[src/rtl/nibble_serial_adder.sv]
// ============================================================================
// nibble_serial_adder: W-bit add/subtract computed one nibble per cycle
// through a shared 4-bit ripple adder, with start/busy/done handshake.
// Revision: 1.0
// ============================================================================
`default_nettype none

module adder_4bit (
  input  logic [3:0] x,
  input  logic [3:0] y,
  input  logic       ci,
  output logic [3:0] s,
  output logic       co
);
  logic [4:0] c;

  assign c[0] = ci;

  for (genvar i = 0; i < 4; i++) begin : g_fa
    assign s[i]   = x[i] ^ y[i] ^ c[i];
    assign c[i+1] = (x[i] & y[i]) | (c[i] & (x[i] ^ y[i]));
  end

  assign co = c[4];
endmodule

module nibble_serial_adder #(
  parameter int NIBBLES = 4
) (
  input  logic                   clk,
  input  logic                   rst_n,
  input  logic                   start,
  input  logic [4*NIBBLES-1:0]   a,
  input  logic [4*NIBBLES-1:0]   b,
  input  logic                   c_in,
  input  logic                   sub,
  output logic                   busy,
  output logic                   done,
  output logic [4*NIBBLES-1:0]   sum,
  output logic                   c_out,
  output logic                   overflow
);
  localparam int W     = 4 * NIBBLES;
  localparam int IDX_W = $clog2(NIBBLES);
  localparam logic [IDX_W-1:0] LAST = IDX_W'(NIBBLES - 1);

  typedef enum logic [1:0] {
    IDLE = 2'd0,
    RUN  = 2'd1,
    DONE = 2'd2
  } state_t;

  state_t           state, state_nx;
  logic             accept;
  logic [IDX_W-1:0] idx;
  logic             carry;
  logic [W-1:0]     a_q;
  logic [W-1:0]     b_q;
  logic [3:0]       nib_sum;
  logic             nib_co;
  logic             last;

  adder_4bit u_adder (
    .x  (a_q[{idx, 2'b00} +: 4]),
    .y  (b_q[{idx, 2'b00} +: 4]),
    .ci (carry),
    .s  (nib_sum),
    .co (nib_co)
  );

  assign last = (idx == LAST);

  always_comb begin
    state_nx = state;
    accept   = 1'b0;
    case (state)
      IDLE: begin
        if (start) begin
          state_nx = RUN;
          accept   = 1'b1;
        end
      end
      RUN: begin
        if (last) state_nx = DONE;
      end
      DONE: begin
        if (start) begin
          state_nx = RUN;
          accept   = 1'b1;
        end else begin
          state_nx = IDLE;
        end
      end
      default: state_nx = IDLE;
    endcase
  end

  always_ff @(posedge clk or negedge rst_n) begin
    if (!rst_n) begin
      state    <= IDLE;
      idx      <= '0;
      carry    <= 1'b0;
      a_q      <= '0;
      b_q      <= '0;
      sum      <= '0;
      c_out    <= 1'b0;
      overflow <= 1'b0;
    end else begin
      state <= state_nx;
      if (accept) begin
        // Subtraction is A + ~B + 1, so c_in has no effect in sub mode.
        a_q   <= a;
        b_q   <= sub ? ~b : b;
        carry <= sub ? 1'b1 : c_in;
        idx   <= '0;
      end else if (state == RUN) begin
        sum[{idx, 2'b00} +: 4] <= nib_sum;
        carry                  <= nib_co;
        idx                    <= idx + IDX_W'(1);
        if (last) begin
          c_out    <= nib_co;
          overflow <= a_q[W-1] ^ b_q[W-1] ^ nib_sum[3] ^ nib_co;
        end
      end
    end
  end

  assign busy = (state == RUN);
  assign done = (state == DONE);
endmodule

`default_nettype wire

[config.mk]
export PLATFORM = sky130hd
export DESIGN_NAME = nibble_serial_adder
export DESIGN_NICKNAME = d
export VERILOG_FILES = /design/src/rtl/nibble_serial_adder.sv
export SDC_FILE = /design/constraint.sdc
export NUM_CORES = 1
export LEC_CHECK = 0
export BUFFER_PORTS_ARGS = -buffer_cell sky130_fd_sc_hd__buf_2
export CELL_PAD_IN_SITES_DETAIL_PLACEMENT = 0
export CELL_PAD_IN_SITES_GLOBAL_PLACEMENT = 1
export CORE_ASPECT_RATIO = 0.5
export CORE_MARGIN = 2
export CORE_UTILIZATION = 40
export CTS_BUF_LIST = sky130_fd_sc_hd__clkbuf_2
export CTS_CLUSTER_DIAMETER = 150
export CTS_CLUSTER_SIZE = 28
export DETAILED_ROUTE_END_ITERATION = 10
export PLACE_DENSITY = 0.77
export SYNTH_ARGS = -nofsm -noshare
export SYNTH_HDL_FRONTEND = slang
export SYNTH_SLANG_ARGS = --single-unit
[constraint.sdc]
create_clock -name clk -period 3.7 [get_ports clk]
set_input_delay 0.185 -clock clk [delete_from_list [all_inputs] [get_ports clk]]
set_output_delay 0.185 -clock clk [all_outputs]
set_load 0.05 [all_outputs]
==> impl_metrics.json <==
{
  "outcome": "completed",
  "postCtsSetupRepairBufs": 0,
  "hold_path_depth": 3,
  "required_ns": 4.08,
  "clock_sink_count": 55,
  "grt_first_pass_wirelength_um": 9270,
  "fill_cells": 547,
  "grt_remaining_overflow": 0,
  "routing_usage_on_met2": 0.294,
  "clock-skew-final_ns": 0.0385,
  "clock_path_buffers": 2,
  "yosys_most_used_dff": "sky130_fd_sc_hd__dfrtp_1",
  "finish.net_count": 339,
  "post_synth_main_area_contributors": "sky130_fd_sc_hd__dfrtp_1 (52%), sky130_fd_sc_hd__mux2_2 (7.2%), sky130_fd_sc_hd__mux4_2 (6.8%)",
  "timing.critical_path.cells": "mux4_2 -> inv_1 -> fa_1 -> fa_1 -> inv_1 -> fa_1 -> fa_1 -> xnor2_1 -> xnor2_1 -> o21ai_0",
  "peakVddDrop_uv": 384,
  "detail_route.wl_per_cell_um": 14.2,
  "share_clk_of_total_power": 0.076,
  "die_area_um2": 7370,
  "route.detailed.drc": 0,
  "area_of_the_multi_input_gates_um2": 1160,
  "timing.critical_path.max_delay_family": "adder cells",
  "initial_core_util": 0.426,
  "rows": 20,
  "rsz0062_at_grt": "false",
  "cp-start-kind": "flop",
  "grt_use_total": 0.163,
  "timing.max_slew.rel_slack": 0.374,
  "synthArstFlopShare": 1.00,
  "synth_top_area_share": 0.516,
  "sw_power_w": 0.00142,
  "syn-instance-count": 208,
  "synthesis.area_um2": 2670,
  "drt-total-wl_um": 5410,
  "die_width_um": 119,
  "largest_net_degree_at_the_start_of_global_routing": 56,
  "peak_usage_layer_in_the_global_routing_report": "met2",
  "cts-htree-levels": 2,
  "clk_transition_reported_paths_ns": 0.29,
  "tritoncts": "built",
  "n_antenna_cell": 0,
  "detailedRoute.firstIterationViolations": 87,
  "endpoint_kind": "flop",
  "met1_capacity_usage_during_global_routing": 0.205,
  "port_buffers": 56,
  "p_seq_frac": 0.344,
  "register_area_um2": 1380,
  "worst_pin_slew_ns": 0.938,
  "worst-setup-path-type": "reg -> reg",
  "setup_violations": 0,
  "synthDistinctLibCells": 29,
  "p_leak_nw": 1.58,
  "post_synthesis_sequential_element_count": 55,
  "postSynthAreaPerCell_um2": 12.8,
  "num_io_pins": 57,
  "core_region_area_um2": 6260,
  "dpl.hpwl_um": 3840,
  "critical_path.max_fanout": 9,
  "netSwitchingFraction": 0.462,
  "critical-path-max-stage-delay_ns": 0.65,
  "synth.most_common_cell": "sky130_fd_sc_hd__dfrtp_1",
  "pwr-share-comb": 0.581,
  "area_growth_pct": 25.0,
  "share_of_final_layout_standard_cells_stronger_than_drive_strength_1": 0.334,
  "period_minus_slack_ns": 3.20,
  "grt_pass1_vias": 1945,
  "drt-pass1-iter-count": 4,
  "post-synth-top-area-cell": "sky130_fd_sc_hd__dfrtp_1",
  "synth_sequential_area_ratio": 0.516,
  "insertion_delay_ns": 0.45,
  "p_int_w": 0.00165,
  "routed_via_density": 4.81,
  "netlist_top_cells_count": "sky130_fd_sc_hd__dfrtp_1 (55), sky130_fd_sc_hd__nand2_1 (20), sky130_fd_sc_hd__o21ai_0 (19), sky130_fd_sc_hd__xnor2_1 (19), sky130_fd_sc_hd__mux2_2 (17)",
  "use_met3": 0.0383,
  "vias": 1832,
  "place_congestion": 0.866,
  "total_clock_buffers_created_by_cts": 5,
  "chipHeight_um": 61.7,
  "worst_r2r_path_depth": 10,
  "power_density_nw_per_um2": 921,
  "initial_antenna_violation_count": 0,
  "drt.antenna.violating_nets": 0,
  "cp_common_cell": "sky130_fd_sc_hd__fa_1",
  "final-hold-violation-count": 0,
  "finalMaxSlewViolations": 0,
  "max_cap_viol_count": 0,
  "buffer_and_inverter_count_on_the_worst_path": 2,
  "synth.net_count": 255,
  "critPathArrivalTime_ns": 3.57,
  "synth_enable_flop_cells": 0,
  "yosysWarnings": 0,
  "worst-path-stages": 10,
  "timing.hold.worst.class": "in -> reg",
  "cp_slowest_cell": "sky130_fd_sc_hd__dfrtp_1",
  "cts_root_buf": "sky130_fd_sc_hd__clkbuf_2",
  "timing.final.crit_share": 0.864,
  "totalPowerFinal_w": 0.00307,
  "max_freq_ghz": 0.313,
  "setup-tns-final_ns": 0
}
[logic make-up (layout without fill, tap and decap cells)]
| kind of cell | after synthesis | count (layout) | synth area share |
|---|---|---|---|
| flops | 55 | 55 | 0.516 |
| buf+inv | 24 | 109 | 0.0483 |
| compound gates | 37 | 37 | 0.0943 |
| xor+xnor | 19 | 19 | 0.0624 |
| fa+ha+maj | 10 | 10 | 0.0582 |
| mux | 25 | 25 | 0.139 |
| simple gates | 38 | 38 | 0.0812 |
[flip-flops by register name, summed over array words and instances, names as in the netlist]
name      flops
sum          16
a_q          16
idx           2
b_q          16
overflow      1
state         2
c_out         1
carry         1
[tightest hold or removal path: stages]
cell and delay [ns]:
sky130_fd_sc_hd__buf_2 0.08, sky130_fd_sc_hd__xnor2_1 0.10, sky130_fd_sc_hd__o21ai_0 0.07
[layer usage]
layer	routed length [um]	vias up
li1	-	890
met3	233	7
met1	2570	896
met5	0	-
met2	2540	39
met4	65	0
[timing repair]
item | 4_1_cts | 5_1_grt
endpoints found under the hold margin | 80 | 2
resized for setup | 0 | 0
hold buffers | 26 | 2
[layout make-up]
type | instances | share of cell area
clock inverters | 2 | 0.00376
well taps | 88 | 0.0330
repair buffers | 88 | 0.177
multi-input cells | 129 | 0.349
clock buffers | 6 | 0.00901
inverters | 13 | 0.0146
flip-flops and latches | 55 | 0.413
[stage by stage]
stage               instance area [um2]  worst slack [ns]  hold slack, ns  utilization  std cells
global route                       3330             0.251         0.00454        0.533        381
global placement                   3010             0.623           0.342        0.481        345
floorplan                          2670             0.623          -0.111            -        208
CTS                                3310             0.451        0.000201        0.529        379
finish                             3330             0.504          0.0191        0.533        381
detailed placement                 3010             0.458           0.348        0.481        345
[worst paths after layout]
kind                            slack (ns)  startpoint       end
worst min register to register        0.52      sum[8]    sum[8]
worst max register to register        0.50      idx[0]  overflow
worst min-delay path                  0.02       b[10]   b_q[10]
min in group asynchronous             0.35       rst_n    sum[4]
worst max-delay path                  0.50      idx[0]  overflow
max in group asynchronous             2.89       rst_n   sum[11]
[layout by cell type, fill, tap and decap left out, types with 2 or more instances in the layout]
| master | n |
|---|---|
| sky130_fd_sc_hd__ha_1 | 6 |
| sky130_fd_sc_hd__nor3_1 | 2 |
| sky130_fd_sc_hd__clkbuf_2 | 6 |
| sky130_fd_sc_hd__mux4_2 | 8 |
| sky130_fd_sc_hd__nor2_1 | 2 |
| sky130_fd_sc_hd__mux2_2 | 17 |
| sky130_fd_sc_hd__inv_1 | 13 |
| sky130_fd_sc_hd__nand2_1 | 20 |
| sky130_fd_sc_hd__o21ai_0 | 19 |
| sky130_fd_sc_hd__fa_1 | 4 |
| sky130_fd_sc_hd__dlygate4sd3_1 | 28 |
| sky130_fd_sc_hd__dfrtp_1 | 55 |
| sky130_fd_sc_hd__xnor2_1 | 19 |
| sky130_fd_sc_hd__nand3b_1 | 5 |
| sky130_fd_sc_hd__o41ai_1 | 2 |
| sky130_fd_sc_hd__buf_2 | 56 |
| sky130_fd_sc_hd__a22o_1 | 13 |
| sky130_fd_sc_hd__buf_4 | 4 |
[power groups by stage]
| stage | clock network, W | registers (W) | logic, W |
|---|---|---|---|
| global placement | 0 | 0.00107 | 0.00171 |
| global route | 0.000264 | 0.00110 | 0.00195 |
| floorplan | 0 | 0.00120 | 0.00116 |
| finish | 0.000232 | 0.00106 | 0.00178 |
| CTS | 0.000236 | 0.00106 | 0.00179 |
| detailed placement | 0 | 0.00107 | 0.00177 |
No activity file was read; power rests on OpenSTA's default activity.
